<file path="src/rtl/hus_mix_pkg.sv">
// Shared definitions for the HUS channel mixer: descriptor field layout,
// accumulator/saturation widths, FSM encoding and the per-channel product helper.
package hus_mix_pkg;

  localparam int VOL_L_LSB    = 0;
  localparam int VOL_R_LSB    = 8;
  localparam int VOL_W        = 8;
  localparam int SMP_LSB      = 0;
  localparam int SMP_W        = 8;
  localparam int EN_BIT       = 15;
  localparam int WORDS_PER_CH = 2;
  localparam int SAT_W        = 16;
  localparam int ACC_W        = 24;
  localparam int PROD_W       = 17;

  localparam logic signed [SAT_W-1:0] SAT_MAX = 16'sh7FFF;
  localparam logic signed [SAT_W-1:0] SAT_MIN = 16'sh8000;

  typedef enum logic [2:0] {
    ST_IDLE   = 3'd0,
    ST_RDV    = 3'd1,
    ST_RDS    = 3'd2,
    ST_MAC    = 3'd3,
    ST_PUSH_L = 3'd4,
    ST_PUSH_R = 3'd5
  } hus_state_e;

  // Signed sample times unsigned volume, sign-extended to accumulator width.
  function automatic logic signed [ACC_W-1:0] mul_vol(input logic [SMP_W-1:0] smp,
                                                      input logic [VOL_W-1:0] vol);
    logic signed [PROD_W-1:0] p;
    p = $signed({{(PROD_W-SMP_W){smp[SMP_W-1]}}, smp}) *
        $signed({{(PROD_W-VOL_W){1'b0}}, vol});
    return {{(ACC_W-PROD_W){p[PROD_W-1]}}, p};
  endfunction

endpackage

</file>
<file path="src/rtl/hus_mix_sat.sv">
// Combinational clamp of a 24-bit signed accumulator into the 16-bit signed range.
module hus_mix_sat
  import hus_mix_pkg::*;
(
  input  logic signed [ACC_W-1:0] i_acc,
  output logic signed [SAT_W-1:0] o_sat
);

  localparam int HB = ACC_W - SAT_W + 1;

  logic w_fits;

  // The value fits when every bit above the result sign bit copies it.
  assign w_fits = (i_acc[ACC_W-1:SAT_W-1] == {HB{1'b0}}) ||
                  (i_acc[ACC_W-1:SAT_W-1] == {HB{1'b1}});

  // Pass through, or clamp toward the sign of the accumulator.
  always_comb begin
    o_sat = SAT_MAX;
    if (w_fits) begin
      o_sat = i_acc[SAT_W-1:0];
    end else if (i_acc[ACC_W-1]) begin
      o_sat = SAT_MIN;
    end else begin
      o_sat = SAT_MAX;
    end
  end

endmodule

</file>
<file path="src/rtl/hus_mix.sv">
// Per-sample channel mixer: walks the descriptor RAM, accumulates enabled
// channels' volume-scaled samples, and pushes a saturated L/R word pair.
module hus_mix
  import hus_mix_pkg::*;
#(
  parameter int CHANNELS = 16
) (
  input  logic        clk,
  input  logic        reset,
  input  logic        start,
  output logic [7:0]  desc_addr,
  input  logic [15:0] desc_data,
  output logic [15:0] fifo_in,
  output logic        fifo_we,
  input  logic        fifo_full,
  output logic        busy,
  output logic        overrun
);

  localparam logic [6:0] LAST_CH = 7'(CHANNELS - 1);

  hus_state_e              r_state, w_state_nxt;
  logic [6:0]              r_ch, w_ch_nxt;
  logic signed [ACC_W-1:0] r_acc_l, r_acc_r, w_acc_l_nxt, w_acc_r_nxt;
  logic signed [ACC_W-1:0] w_acc_l_mac, w_acc_r_mac, w_sat_in_l;
  logic [VOL_W-1:0]        r_vol_l, r_vol_r, w_vol_l_nxt, w_vol_r_nxt;
  logic [7:0]              r_desc_addr, w_desc_addr_nxt, w_base_cur, w_base_nxt;
  logic [SAT_W-1:0]        r_fifo_in, w_fifo_in_nxt;
  logic signed [SAT_W-1:0] w_sat_l, w_sat_r;
  logic                    r_fifo_we, w_fifo_we_nxt, r_busy, w_busy_nxt;
  logic                    r_overrun, w_overrun_nxt, w_en;
  logic [SMP_W-1:0]        w_smp;
  logic                    w_unused_bits;

  assign w_smp         = desc_data[SMP_LSB +: SMP_W];
  assign w_en          = desc_data[EN_BIT];
  assign w_unused_bits = ^desc_data[14:8];
  assign w_base_cur    = {1'b0, r_ch} * 8'(WORDS_PER_CH);
  assign w_base_nxt    = {1'b0, r_ch + 7'd1} * 8'(WORDS_PER_CH);

  assign w_acc_l_mac = w_en ? (r_acc_l + mul_vol(w_smp, r_vol_l)) : r_acc_l;
  assign w_acc_r_mac = w_en ? (r_acc_r + mul_vol(w_smp, r_vol_r)) : r_acc_r;
  // The left word is launched from the last MAC cycle, so clamp the fresh sum there.
  assign w_sat_in_l  = (r_state == ST_MAC) ? w_acc_l_mac : r_acc_l;

  hus_mix_sat u_sat_l (.i_acc(w_sat_in_l), .o_sat(w_sat_l));
  hus_mix_sat u_sat_r (.i_acc(r_acc_r),    .o_sat(w_sat_r));

  // Next-state and next-output decode.
  always_comb begin
    w_state_nxt     = r_state;
    w_ch_nxt        = r_ch;
    w_acc_l_nxt     = r_acc_l;
    w_acc_r_nxt     = r_acc_r;
    w_vol_l_nxt     = r_vol_l;
    w_vol_r_nxt     = r_vol_r;
    w_desc_addr_nxt = r_desc_addr;
    w_fifo_in_nxt   = r_fifo_in;
    w_fifo_we_nxt   = 1'b0;
    // busy stays high through the right write, so IDLE alone does not mean free.
    w_overrun_nxt   = start & ((r_state != ST_IDLE) | r_busy);
    case (r_state)
      ST_IDLE: begin
        if (start && !r_busy) begin
          w_state_nxt     = ST_RDV;
          w_ch_nxt        = 7'd0;
          w_acc_l_nxt     = '0;
          w_acc_r_nxt     = '0;
          w_desc_addr_nxt = 8'd0;
        end else begin
          w_state_nxt = ST_IDLE;
        end
      end
      ST_RDV: begin
        w_desc_addr_nxt = w_base_cur + 8'd1;
        w_state_nxt     = ST_RDS;
      end
      ST_RDS: begin
        w_vol_l_nxt = desc_data[VOL_L_LSB +: VOL_W];
        w_vol_r_nxt = desc_data[VOL_R_LSB +: VOL_W];
        w_state_nxt = ST_MAC;
      end
      ST_MAC: begin
        w_acc_l_nxt = w_acc_l_mac;
        w_acc_r_nxt = w_acc_r_mac;
        if (r_ch == LAST_CH) begin
          if (!fifo_full) begin
            w_fifo_we_nxt = 1'b1;
            w_fifo_in_nxt = w_sat_l;
            w_state_nxt   = ST_PUSH_R;
          end else begin
            w_state_nxt = ST_PUSH_L;
          end
        end else begin
          w_ch_nxt        = r_ch + 7'd1;
          w_desc_addr_nxt = w_base_nxt;
          w_state_nxt     = ST_RDV;
        end
      end
      ST_PUSH_L: begin
        if (!fifo_full) begin
          w_fifo_we_nxt = 1'b1;
          w_fifo_in_nxt = w_sat_l;
          w_state_nxt   = ST_PUSH_R;
        end else begin
          w_state_nxt = ST_PUSH_L;
        end
      end
      ST_PUSH_R: begin
        if (!fifo_full) begin
          w_fifo_we_nxt = 1'b1;
          w_fifo_in_nxt = w_sat_r;
          w_state_nxt   = ST_IDLE;
        end else begin
          w_state_nxt = ST_PUSH_R;
        end
      end
      default: begin
        w_state_nxt = ST_IDLE;
      end
    endcase
    w_busy_nxt = (w_state_nxt != ST_IDLE) | w_fifo_we_nxt;
  end

  // State and registered outputs.
  always_ff @(posedge clk or posedge reset) begin
    if (reset) begin
      r_state     <= ST_IDLE;
      r_ch        <= 7'd0;
      r_acc_l     <= '0;
      r_acc_r     <= '0;
      r_vol_l     <= '0;
      r_vol_r     <= '0;
      r_desc_addr <= 8'd0;
      r_fifo_in   <= '0;
      r_fifo_we   <= 1'b0;
      r_busy      <= 1'b0;
      r_overrun   <= 1'b0;
    end else begin
      r_state     <= w_state_nxt;
      r_ch        <= w_ch_nxt;
      r_acc_l     <= w_acc_l_nxt;
      r_acc_r     <= w_acc_r_nxt;
      r_vol_l     <= w_vol_l_nxt;
      r_vol_r     <= w_vol_r_nxt;
      r_desc_addr <= w_desc_addr_nxt;
      r_fifo_in   <= w_fifo_in_nxt;
      r_fifo_we   <= w_fifo_we_nxt;
      r_busy      <= w_busy_nxt;
      r_overrun   <= w_overrun_nxt;
    end
  end

  assign desc_addr = r_desc_addr;
  assign fifo_in   = r_fifo_in;
  assign fifo_we   = r_fifo_we;
  assign busy      = r_busy;
  assign overrun   = r_overrun;

endmodule

</file>
<file path="config.mk">
export PLATFORM = sky130hd
export DESIGN_NAME = hus_mix
export DESIGN_NICKNAME = d
export VERILOG_FILES = /design/src/rtl/hus_mix_pkg.sv /design/src/rtl/hus_mix_sat.sv /design/src/rtl/hus_mix.sv
export SDC_FILE = /design/constraint.sdc
export NUM_CORES = 1
export LEC_CHECK = 0
export CAP_MARGIN = 20
export CORE_ASPECT_RATIO = 1.25
export CORE_MARGIN = 8
export CORE_UTILIZATION = 60
export DETAILED_ROUTE_END_ITERATION = 10
export DONT_BUFFER_PORTS = 1
export PLACE_DENSITY_LB_ADDON = 0.05
export REMOVE_ABC_BUFFERS = 1
export SYNTH_ARGS = -nofsm -noshare
export SYNTH_HDL_FRONTEND = slang
export SYNTH_SLANG_ARGS = --single-unit
</file>
<file path="constraint.sdc">
create_clock -name clk -period 6.3 [get_ports clk]
set_input_delay 1.26 -clock clk [delete_from_list [all_inputs] [get_ports clk]]
set_output_delay 1.26 -clock clk [all_outputs]
set_load 0.005 [all_outputs]
</file>
==> impl_summary.log, run 1 <==
INFO  metric cp_top_family = adder cells
INFO  metric via_per_inst = 5.836
INFO  metric preCtsSetupSlack = -0.2337 ns
INFO  metric cts_buffer_depth = 2
INFO  metric post_route_drc = 0
INFO  metric tritoncts.num_buffers = 9
INFO  metric yosysSeqAreaShare = 22.43%
INFO  metric grt_overflow_total = 0
INFO  metric number_of_iterations_in_the_first_detailed_routing_pass = 5
INFO  metric antenna_violating_nets_post_route = 0
INFO  metric final.setup.worst_slack = 0.2030 ns
INFO  metric tritoncts = done
INFO  metric place.port_buffers = 0
INFO  metric placementRows = 56
INFO  metric final_cell_area = 12130 sq um
INFO  metric critical_path.n_buffers_inverters = 3
INFO  metric crit_path_max_fanout = 27
INFO  metric postSynth.asyncResetShare = 100.0%
INFO  metric relSlewSlack = 47.47%
INFO  metric type_of_destination_of_the_critical_path = register
INFO  metric die_width = 138.6 um
INFO  metric grt_pass1_wl = 43610 um
INFO  metric leading_register_cell_type_out_of_synthesis = sky130_fd_sc_hd__dfrtp_1
INFO  metric design.die.area = 23450 sq um
INFO  metric first_global_vias = 8701
INFO  metric place_hpwl = 19900 um
INFO  metric post_synth_main_area_contributors = sky130_fd_sc_hd__dfrtp_1 (22%), sky130_fd_sc_hd__fa_1 (18%), sky130_fd_sc_hd__ha_1 (17%)
INFO  metric report.final.slew_viol_count = 0
INFO  metric fmax = 164.0 MHz
INFO  metric num-fill-cells = 1558
INFO  metric critical_path.max_stage_delay = 0.57 ns
INFO  metric timing.final.hold_violations = 0
INFO  metric synth_top_area_cell = sky130_fd_sc_hd__dfrtp_1
INFO  metric dpl-instance-area = 11700 sq um
INFO  metric status = finished, final reports clean
INFO  metric core_area = 18570 sq um
INFO  metric post_synth.cell_area_avg = 9.155 sq um
INFO  metric layout.nets = 1513
INFO  metric worst_hold_margin = 0.4856 ns
INFO  metric slowest_stage = sky130_fd_sc_hd__fa_1
INFO  metric diodes = 0
INFO  metric mappedNetlistArea = 11270 sq um
INFO  metric detailroute.via_count = 8603
INFO  metric synth-edff-count = 0
INFO  metric worstSetupPathType = in2reg
INFO  metric clock_pin_transition_on_the_worst_setup_and_hold_timing_paths = 0.08 ns
INFO  metric antenna_found_initial = 0
INFO  metric setup_viol = 0
INFO  metric clock_skew = 0.009909 ns
INFO  metric max_cap_viol_count = 0
INFO  metric crit_required = 6.55 ns
INFO  metric grt_util_all_layers = 22.93%
INFO  metric wl_per_cell = 17.82 um
INFO  metric syn2layout_area_growth = 7.616%
INFO  metric initial_core_util = 60.69%
INFO  metric hold_fix_buffers_cts = 0
INFO  metric holdCritPathClass = reg2reg
INFO  metric rsz_0062_raised_after_global_routing = no
INFO  metric critical_path_source_type = input port
INFO  metric die_h = 169.2 um
INFO  metric detailedRoute.firstIterationViolations = 408
INFO  metric cts_root_buffer = sky130_fd_sc_hd__clkbuf_16
INFO  metric top_level_ports = 47
INFO  metric cts_htree_levels = 3
INFO  metric critPathMostFrequentCell = sky130_fd_sc_hd__fa_1
INFO  metric drive_gt1_share = 9.501%
INFO  metric cts_num_sinks = 101
INFO  metric routed_wl = 26260 um
INFO  metric gpl.final_weighted_congestion = 0.8592
INFO  metric worst-slew-pin-transition = 0.7880 ns
INFO  metric post-route-period-util = 96.78%
INFO  metric yosys.area.top_type_share = 22.43%
INFO  metric synth_seq_cells = 101
INFO  metric postSynthCellCount = 1231
INFO  metric maximum_number_of_pins_on_one_net_before_global_route_repair = 59
INFO  metric yosysWarningCount = 0
INFO  metric synthDistinctLibCells = 71
INFO  metric clk-insertion-delay-late = 0.36 ns
INFO  metric crit_path_cell_trace = inv_2 > fa_1 > inv_1 > fa_1 > fa_1 > fa_1 > fa_1 > ha_1 > o211ai_1 > o211ai_2 > and3_4 > or4_4 > a211o_1 > a221oi_4 > nand4b_4 > clkbuf_16 > o211ai_2 > o21ai_1
INFO  metric timing.critical_path.arrival = 6.35 ns
INFO  metric finalWorstPathRequiredPeriod = 6.097 ns
==> logic make-up (layout without fill, tap and decap cells) <==
group,count (synthesis),after routing,synth area share [%]
AND/OR/NAND/NOR,361,361,15.39
adder cells (fa/ha/maj),256,256,35.28
AO/OA/AOI/OAI,254,254,15.28
buffers and inverters,205,216,7.006
flip-flops,101,101,22.43
XOR/XNOR,34,34,2.642
multiplexers,20,20,1.976
==> placed cells by master (no fill, tap or decap), types with 3 or more instances in the layout <==
master                      netlist  final
sky130_fd_sc_hd__o211ai_2        11     11
sky130_fd_sc_hd__nand2b_1        13     13
sky130_fd_sc_hd__a22o_1          18     18
sky130_fd_sc_hd__o21ai_0         51     50
sky130_fd_sc_hd__nand4_1          3      3
sky130_fd_sc_hd__o31ai_1          8      7
sky130_fd_sc_hd__mux2_2          18     18
sky130_fd_sc_hd__buf_4            1     41
sky130_fd_sc_hd__fa_1           103    102
sky130_fd_sc_hd__nor3_1          12     11
sky130_fd_sc_hd__o22ai_1          8      8
sky130_fd_sc_hd__nor2_1          58     58
sky130_fd_sc_hd__a21oi_2          0      3
sky130_fd_sc_hd__a31oi_1          3      3
sky130_fd_sc_hd__o211ai_1         8      8
sky130_fd_sc_hd__a21oi_1         61     58
sky130_fd_sc_hd__o21bai_1         3      3
sky130_fd_sc_hd__a22oi_1          3      3
sky130_fd_sc_hd__o21ai_1         11     11
sky130_fd_sc_hd__o21a_1           7      7
sky130_fd_sc_hd__dfrtp_1        101    101
sky130_fd_sc_hd__a311oi_1         3      3
sky130_fd_sc_hd__xor2_1          12     12
sky130_fd_sc_hd__nand2_1        155    155
sky130_fd_sc_hd__a211o_1          5      5
sky130_fd_sc_hd__nor2b_1          3      3
sky130_fd_sc_hd__and2_1          64     64
sky130_fd_sc_hd__a21o_1          25     25
sky130_fd_sc_hd__and3_1          10     10
sky130_fd_sc_hd__a211oi_1         8      7
sky130_fd_sc_hd__clkbuf_16        0     10
sky130_fd_sc_hd__xnor2_1         22     22
sky130_fd_sc_hd__nand3_1         19     19
sky130_fd_sc_hd__a31o_2           3      3
sky130_fd_sc_hd__or3_1            6      6
sky130_fd_sc_hd__inv_1          153    152
sky130_fd_sc_hd__ha_1           153    152
==> registers in the layout, indices dropped and copies added (netlist names), 3 cells and up <==
name	flops
fifo_in	16
desc_addr	8
r_acc_r	24
r_state	3
r_vol_l	8
r_ch	7
r_vol_r	8
r_acc_l	24
==> Yosys cell counts (3+ instances only) <==
master,number
sky130_fd_sc_hd__inv_1,153
sky130_fd_sc_hd__nor3_1,12
sky130_fd_sc_hd__a21oi_1,61
sky130_fd_sc_hd__clkbuf_1,37
sky130_fd_sc_hd__o21ai_1,11
sky130_fd_sc_hd__fa_1,103
sky130_fd_sc_hd__a22o_1,18
sky130_fd_sc_hd__and2_1,64
sky130_fd_sc_hd__a21o_1,25
sky130_fd_sc_hd__a311oi_1,3
sky130_fd_sc_hd__ha_1,153
sky130_fd_sc_hd__a22oi_1,3
sky130_fd_sc_hd__o31ai_1,8
sky130_fd_sc_hd__o211ai_2,11
sky130_fd_sc_hd__nand3_1,19
sky130_fd_sc_hd__nand2b_1,13
sky130_fd_sc_hd__o21bai_1,3
sky130_fd_sc_hd__mux2_2,18
sky130_fd_sc_hd__a211oi_1,8
sky130_fd_sc_hd__o211ai_1,8
sky130_fd_sc_hd__xor2_1,12
sky130_fd_sc_hd__dfrtp_1,101
sky130_fd_sc_hd__nor2_1,58
sky130_fd_sc_hd__nor2b_1,3
sky130_fd_sc_hd__buf_2,7
sky130_fd_sc_hd__a211o_1,5
sky130_fd_sc_hd__nand2_1,155
sky130_fd_sc_hd__nand4_1,3
sky130_fd_sc_hd__o21a_1,7
sky130_fd_sc_hd__xnor2_1,22
sky130_fd_sc_hd__a31oi_1,3
sky130_fd_sc_hd__o22ai_1,8
sky130_fd_sc_hd__a31o_2,3
sky130_fd_sc_hd__buf_1,4
sky130_fd_sc_hd__and3_1,10
sky130_fd_sc_hd__or3_1,6
sky130_fd_sc_hd__o21ai_0,51
==> timing repair <==
action / in CTS / in global routing
buffers inserted: 0 / 2
endpoints found under the setup margin: 0 / 15
resized for setup: 0 / 8
==> routing by layer <==
layer | wire length, um | vias to the layer above | global-route usage, % | share of wire [%]
li1 | - | 4138 | - | -
met1 | 11150 | 4247 | 27.93 | 42
met2 | 12980 | 187 | 39.87 | 49
met3 | 1504 | 31 | 4.507 | 5.7
met4 | 626 | 0 | 7.765 | 2.4
met5 | 0 | - | 0 | 0
==> tightest hold or removal path: stages, from the launching register on <==
cell and delay [ns]:
sky130_fd_sc_hd__dfrtp_1 0.35, sky130_fd_sc_hd__nand2_1 0.05, sky130_fd_sc_hd__nand2_1 0.05
==> final timing paths <==
kind	start	end	slack (ns)	cells past startpoint
worst max-delay path	desc_data[7]	fifo_in[4]$_DFFE_PP0P_	0.20	18
worst min-delay path	r_acc_l[9]$_DFFE_PP0P_	r_acc_l[9]$_DFFE_PP0P_	0.49	2
worst max register to register	r_vol_l[5]$_DFFE_PP0P_	fifo_in[4]$_DFFE_PP0P_	0.51	18
worst min register to register	r_acc_l[9]$_DFFE_PP0P_	r_acc_l[9]$_DFFE_PP0P_	0.49	2
max in group asynchronous	reset	r_acc_r[2]$_DFFE_PP0P_	4.28	2
min in group asynchronous	reset	r_acc_l[19]$_DFFE_PP0P_	0.91	1
==> metrics by stage <==
stage               instances  util, %  setup TNS [ns]
floorplan                1181        -          -1.585
global placement         1452    63.00          -2.507
detailed placement       1452    63.00          -3.316
CTS                      1468    64.58               0
global route             1474    65.32               0
finish                   1474    65.32               0
==> final cells by class <==
| type | instances | area [sq um] | area share, % |
|---|---|---|---|
| Timing Repair Buffer | 45 | 400.4 | 3.301 |
| Clock buffer | 10 | 239.0 | 1.970 |
| Tap cell | 232 | 290.3 | 2.393 |
| Inverter | 155 | 584.3 | 4.818 |
| Multi-Input combinational cell | 925 | 8033 | 66.23 |
| Clock inverter | 6 | 53.80 | 0.4436 |
| Sequential cell | 101 | 2527 | 20.84 |
Power of run 1 is left out: the tool's default activity adds up to more than one toggle a clock period on the data nets, which glitch-free logic cannot reach.
==> run 2, diff against run 1 <==
- CAP_MARGIN: 20 -> 40
- clock period: 6.3 -> 7.59 ns (I/O delays scaled with it)
==> run 2 against run 1 <==
Global-route usage grew 0.76 points. Critical path depth stayed put. Utilization decreased by 2.0 points. Worst hold slack worse by 0.0044 ns. Register-to-register slack gained 0.90 ns. Die area is the same. Clock skew up 0.0031 ns. Wire length up 1.2%. Non-clock buffer count shrank 33. Cell count is 2.2% lower. Sequential share of layout area increased by 0.66 points. Critical endpoint is now fifo_in[14]$_DFFE_PP0P_.
==> impl_summary.log, run 2 (synthesis results as in run 1) <==
INFO  metric detailroute.via_count = 8561
INFO  metric cts_htree_levels = 3
INFO  metric design.die.area = 23450 sq um
INFO  metric hold_fix_buffers_cts = 0
INFO  metric grt_util_all_layers = 23.69%
INFO  metric grt_overflow_total = 0
INFO  metric place_hpwl = 20440 um
INFO  metric die_width = 138.6 um
INFO  metric timing.final.hold_violations = 0
INFO  metric fmax = 146.5 MHz
INFO  metric antenna_violating_nets_post_route = 0
INFO  metric critical_path.n_buffers_inverters = 3
INFO  metric cp_top_family = adder cells
INFO  metric max_cap_viol_count = 0
INFO  metric initial_core_util = 60.69%
INFO  metric wl_per_cell = 18.44 um
INFO  metric top_level_ports = 47
INFO  metric layout_common_cells = sky130_fd_sc_hd__nand2_1 (155), sky130_fd_sc_hd__ha_1 (153), sky130_fd_sc_hd__inv_1 (152)
INFO  metric grt_pass1_wl = 45100 um
INFO  metric detailedRoute.firstIterationViolations = 442
INFO  metric diodes = 0
INFO  metric final.setup.worst_slack = 0.7646 ns
INFO  metric rsz_0062_raised_after_global_routing = no
INFO  metric cts_resized = 0
INFO  metric crit_path_cell_trace = inv_2 > fa_1 > inv_1 > fa_1 > fa_1 > fa_1 > fa_1 > ha_1 > o211ai_1 > a21o_1 > a21oi_1 > buf_4 > a211oi_1 > a21oi_1 > xor2_1 > mux2_2 > a41oi_2 > o22ai_1
INFO  metric slowest_stage = sky130_fd_sc_hd__a41oi_2
INFO  metric worst_hold_margin = 0.4812 ns
INFO  metric finalWorstPathRequiredPeriod = 6.825 ns
INFO  metric number_of_iterations_in_the_first_detailed_routing_pass = 5
INFO  metric cts_root_buffer = sky130_fd_sc_hd__clkbuf_16
INFO  metric preCtsSetupSlack = 0.3836 ns
INFO  metric mostFrequentLayoutCell = sky130_fd_sc_hd__nand2_1
INFO  metric tritoncts = done
INFO  metric type_of_destination_of_the_critical_path = register
INFO  metric critical_path_source_type = input port
INFO  metric antenna_found_initial = 0
INFO  metric clk-insertion-delay-late = 0.36 ns
INFO  metric holdCritPathClass = reg2reg
INFO  metric post_route_drc = 0
INFO  metric report.final.slew_viol_count = 0
INFO  metric syn2layout_area_growth = 4.330%
INFO  metric worst-slew-pin-transition = 0.9148 ns
INFO  metric placementRows = 56
INFO  metric routed_wl = 26570 um
INFO  metric layout.nets = 1480
INFO  metric cts_num_sinks = 101
INFO  metric clock_skew = 0.01302 ns
INFO  metric relSlewSlack = 37.43%
INFO  metric drive_gt1_share = 6.534%
INFO  metric tritoncts.num_buffers = 9
INFO  metric worstSetupPathType = in2reg
INFO  metric finalSetupTns = 0 ns
INFO  metric clock_pin_transition_on_the_worst_setup_and_hold_timing_paths = 0.08 ns
INFO  metric die_h = 169.2 um
INFO  metric postCtsSetupBuffers = 0
INFO  metric num-fill-cells = 1619
INFO  metric core_area = 18570 sq um
INFO  metric timing.critical_path.arrival = 7.03 ns
INFO  metric cts_buffer_depth = 2
INFO  metric place.port_buffers = 0
INFO  metric post-route-period-util = 89.93%
INFO  metric gpl.final_weighted_congestion = 0.8826
INFO  metric critical_path.max_stage_delay = 0.64 ns
INFO  metric via_per_inst = 5.941
INFO  metric status = finished, final reports clean
INFO  metric crit_path_max_fanout = 27
INFO  metric setup_viol = 0
INFO  metric crit_required = 7.79 ns
INFO  metric maximum_number_of_pins_on_one_net_before_global_route_repair = 37
INFO  metric critPathMostFrequentCell = sky130_fd_sc_hd__fa_1
INFO  metric first_global_vias = 8860
run 2: area by class of cell:
cell class	instances	area [sq um]	area share (%)
Inverter	155	584.3	4.970
Timing Repair Buffer	12	102.6	0.8726
Tap cell	232	290.3	2.469
Clock buffer	10	229.0	1.947
Multi-Input combinational cell	925	7978	67.85
Clock inverter	6	46.29	0.3937
Sequential cell	101	2527	21.50
run 2: worst paths after layout:
check	from	to	slack [ns]	cells past startpoint
max reg2reg	r_vol_l[6]$_DFFE_PP0P_	fifo_in[14]$_DFFE_PP0P_	1.41	20
min	r_acc_l[6]$_DFFE_PP0P_	r_acc_l[6]$_DFFE_PP0P_	0.48	2
max in group asynchronous	reset	fifo_in[0]$_DFFE_PP0P_	5.47	3
min in group asynchronous	reset	r_acc_l[19]$_DFFE_PP0P_	1.04	1
max	desc_data[7]	fifo_in[14]$_DFFE_PP0P_	0.76	18
min reg2reg	r_acc_l[6]$_DFFE_PP0P_	r_acc_l[6]$_DFFE_PP0P_	0.48	2
run 2: worst min-delay path, stage by stage, from the launching register on:
cell and delay (ns):
sky130_fd_sc_hd__dfrtp_1 0.35, sky130_fd_sc_hd__nand2_1 0.05, sky130_fd_sc_hd__nand2_1 0.05
run 2: stage by stage:
| step | instances | utilization (%) | cell area, sq um |
|---|---|---|---|
| global placement | 1422 | 61.65 | 11450 |
| detailed placement | 1425 | 61.84 | 11480 |
| CTS | 1441 | 63.32 | 11760 |
| floorplan | 1181 | - | 11060 |
| finish | 1441 | 63.32 | 11760 |
| global route | 1441 | 63.32 | 11760 |
run 2: layer usage:
layer | track usage [%] | routed length, um | vias to the layer above
met4 | 9.659 | 890 | 0
met2 | 41.03 | 13220 | 213
li1 | - | - | 4080
met1 | 28.53 | 10920 | 4223
met3 | 4.451 | 1531 | 45
met5 | 0 | 0 | -
Power of run 2 is left out for the same reason.
==> run 3, diff against run 2 <==
- CORE_ASPECT_RATIO: 1.25 -> default
- SLEW_MARGIN: default -> 10
==> run 3 against run 2 <==
Wire length fell by 1.6%. Via count did not move. Global-route usage fell by 0.13 points. Critical endpoint is now fifo_in[13]$_DFFE_PP0P_. Sequential share of layout area barely moved. Critical path depth fell by 1. Highest routed layer unchanged. Flip-flop and latch count did not move. Worst hold slack improved by 0.0022 ns. Clock skew fell by 0.0024 ns. Maximum frequency fell by 2.4%. Largest cell class unchanged. Utilization fell by 0.070 points. Cell count did not move. Setup slack got worse by 0.17 ns.
==> impl_summary.log, run 3 (synthesis results as in run 1) <==
INFO  metric first_global_vias = 8703
INFO  metric cts_root_buffer = sky130_fd_sc_hd__clkbuf_16
INFO  metric diodes = 0
INFO  metric routed_wl = 26150 um
INFO  metric holdPathStages = 2
INFO  metric number_of_iterations_in_the_first_detailed_routing_pass = 5
INFO  metric cts_buffer_depth = 2
INFO  metric initial_core_util = 60.65%
INFO  metric design.die.area = 23420 sq um
INFO  metric syn2layout_area_growth = 4.285%
INFO  metric worst_setup_path_startpoint = desc_data[7]
INFO  metric rsz_0062_raised_after_global_routing = no
INFO  metric final_cell_area = 11750 sq um
INFO  metric tritoncts = done
INFO  metric post_route_drc = 0
INFO  metric crit-reg2reg-launch = r_vol_l[4]$_DFFE_PP0P_
INFO  metric min_from = r_acc_l[13]$_DFFE_PP0P_
INFO  metric via_per_inst = 5.941
INFO  metric finalWorstPathRequiredPeriod = 6.993 ns
INFO  metric die_h = 153.1 um
INFO  metric critical_path_source_type = input port
INFO  metric crit_path_max_fanout = 27
INFO  metric die_width = 153.1 um
INFO  metric tritoncts.num_buffers = 9
INFO  metric grt_pass1_wl = 44710 um
INFO  metric detailroute.via_count = 8561
INFO  metric worstSetupPathType = in2reg
INFO  metric relSlewSlack = 45.20%
INFO  metric timing.critical_path.arrival = 7.26 ns
INFO  metric cts_num_sinks = 101
INFO  metric setup_viol = 0
INFO  metric mostFrequentLayoutCell = sky130_fd_sc_hd__nand2_1
INFO  metric worstRegToRegCells = 21
INFO  metric core_area = 18580 sq um
INFO  metric top_level_ports = 47
INFO  metric max_cap_viol_count = 0
INFO  metric worst-slew-pin-transition = 0.8013 ns
INFO  metric r2r_end = fifo_in[13]$_DFFE_PP0P_
INFO  metric timing.final.hold_violations = 0
INFO  metric hold_fix_buffers_cts = 0
INFO  metric holdCritPathClass = reg2reg
INFO  metric clk-insertion-delay-late = 0.37 ns
INFO  metric wl_per_cell = 18.15 um
INFO  metric drive_gt1_share = 6.379%
INFO  metric ff_latch_area = 2527 sq um
INFO  metric place_hpwl = 20140 um
INFO  metric cts_htree_levels = 3
INFO  metric gpl.final_weighted_congestion = 0.8554
INFO  metric report.final.slew_viol_count = 0
INFO  metric ff2ff_setup_slack = 1.20 ns
INFO  metric grt_util_all_layers = 23.56%
INFO  metric antenna_found_initial = 0
INFO  metric status = finished, final reports clean
INFO  metric postCtsSetupBuffers = 0
INFO  metric crit_required = 7.86 ns
INFO  metric antenna_violating_nets_post_route = 0
INFO  metric detailedRoute.firstIterationViolations = 482
INFO  metric place.port_buffers = 0
INFO  metric layout.nets = 1478
INFO  metric clock_pin_transition_on_the_worst_setup_and_hold_timing_paths = 0.08 ns
INFO  metric fmax = 143.0 MHz
INFO  metric layout_common_cells = sky130_fd_sc_hd__nand2_1 (155), sky130_fd_sc_hd__ha_1 (153), sky130_fd_sc_hd__inv_1 (152)
INFO  metric cts_resized = 0
INFO  metric maximum_number_of_pins_on_one_net_before_global_route_repair = 52
INFO  metric finalSetupTns = 0 ns
INFO  metric clock_skew = 0.01059 ns
INFO  metric endpoint = fifo_in[13]$_DFFE_PP0P_
INFO  metric num-fill-cells = 1665
INFO  metric post-route-period-util = 92.13%
INFO  metric placementRows = 50
INFO  metric grt_overflow_total = 0
INFO  metric multi_input_comb_area = 7978 sq um
INFO  metric type_of_destination_of_the_critical_path = register
INFO  metric dpl-instance-area = 11480 sq um
[run 3: layout make-up]
class                           instances  area share, %
Multi-Input combinational cell        925          67.88
Clock inverter                          6         0.3939
Sequential cell                       101          21.51
Timing Repair Buffer                   10         0.8091
Tap cell                              234          2.491
Inverter                              155          4.972
Clock buffer                           10          1.948
[run 3: per-stage QoR]
stage	hold WS (ns)	std cells	util, %	setup slack, ns
finish	0.4834	1441	63.25	0.5972
global route	0.5034	1441	63.25	0.2433
CTS	0.4825	1441	63.25	0.7030
detailed placement	0.4625	1425	61.77	0.3031
global placement	0.4577	1423	61.58	0.4880
floorplan	0.4459	1181	-	0.8557
[run 3: how the worst min path moves through the flow]
stage	end	slack, ns
floorplan	r_acc_l[13]$_DFFE_PP0P_	0.45
CTS	r_acc_l[13]$_DFFE_PP0P_	0.48
global placement	r_acc_l[13]$_DFFE_PP0P_	0.46
global route	r_acc_l[9]$_DFFE_PP0P_	0.50
finish	r_acc_l[13]$_DFFE_PP0P_	0.48
detailed placement	r_acc_l[13]$_DFFE_PP0P_	0.46
[run 3: layer usage]
metal  GRT usage [%]  share of wire, %
met4           6.975               2.1
met5               0                 0
met3           4.173               4.8
met2           38.23                47
met1           31.69                46
[run 3: critical path, stage by stage]
cell                       delay (ns)
sky130_fd_sc_hd__inv_2           0.11
sky130_fd_sc_hd__fa_1            0.55
sky130_fd_sc_hd__inv_1           0.05
sky130_fd_sc_hd__fa_1            0.49
sky130_fd_sc_hd__fa_1            0.58
sky130_fd_sc_hd__fa_1            0.43
sky130_fd_sc_hd__fa_1            0.45
sky130_fd_sc_hd__ha_1            0.36
sky130_fd_sc_hd__o211ai_1        0.10
sky130_fd_sc_hd__a21o_1          0.21
sky130_fd_sc_hd__a21oi_1         0.47
sky130_fd_sc_hd__a211oi_1        0.24
sky130_fd_sc_hd__a21oi_1         0.21
sky130_fd_sc_hd__xor2_1          0.23
sky130_fd_sc_hd__mux2_2          0.46
sky130_fd_sc_hd__a41oi_2         0.49
sky130_fd_sc_hd__o22ai_1         0.29
Power of run 3 is left out for the same reason.
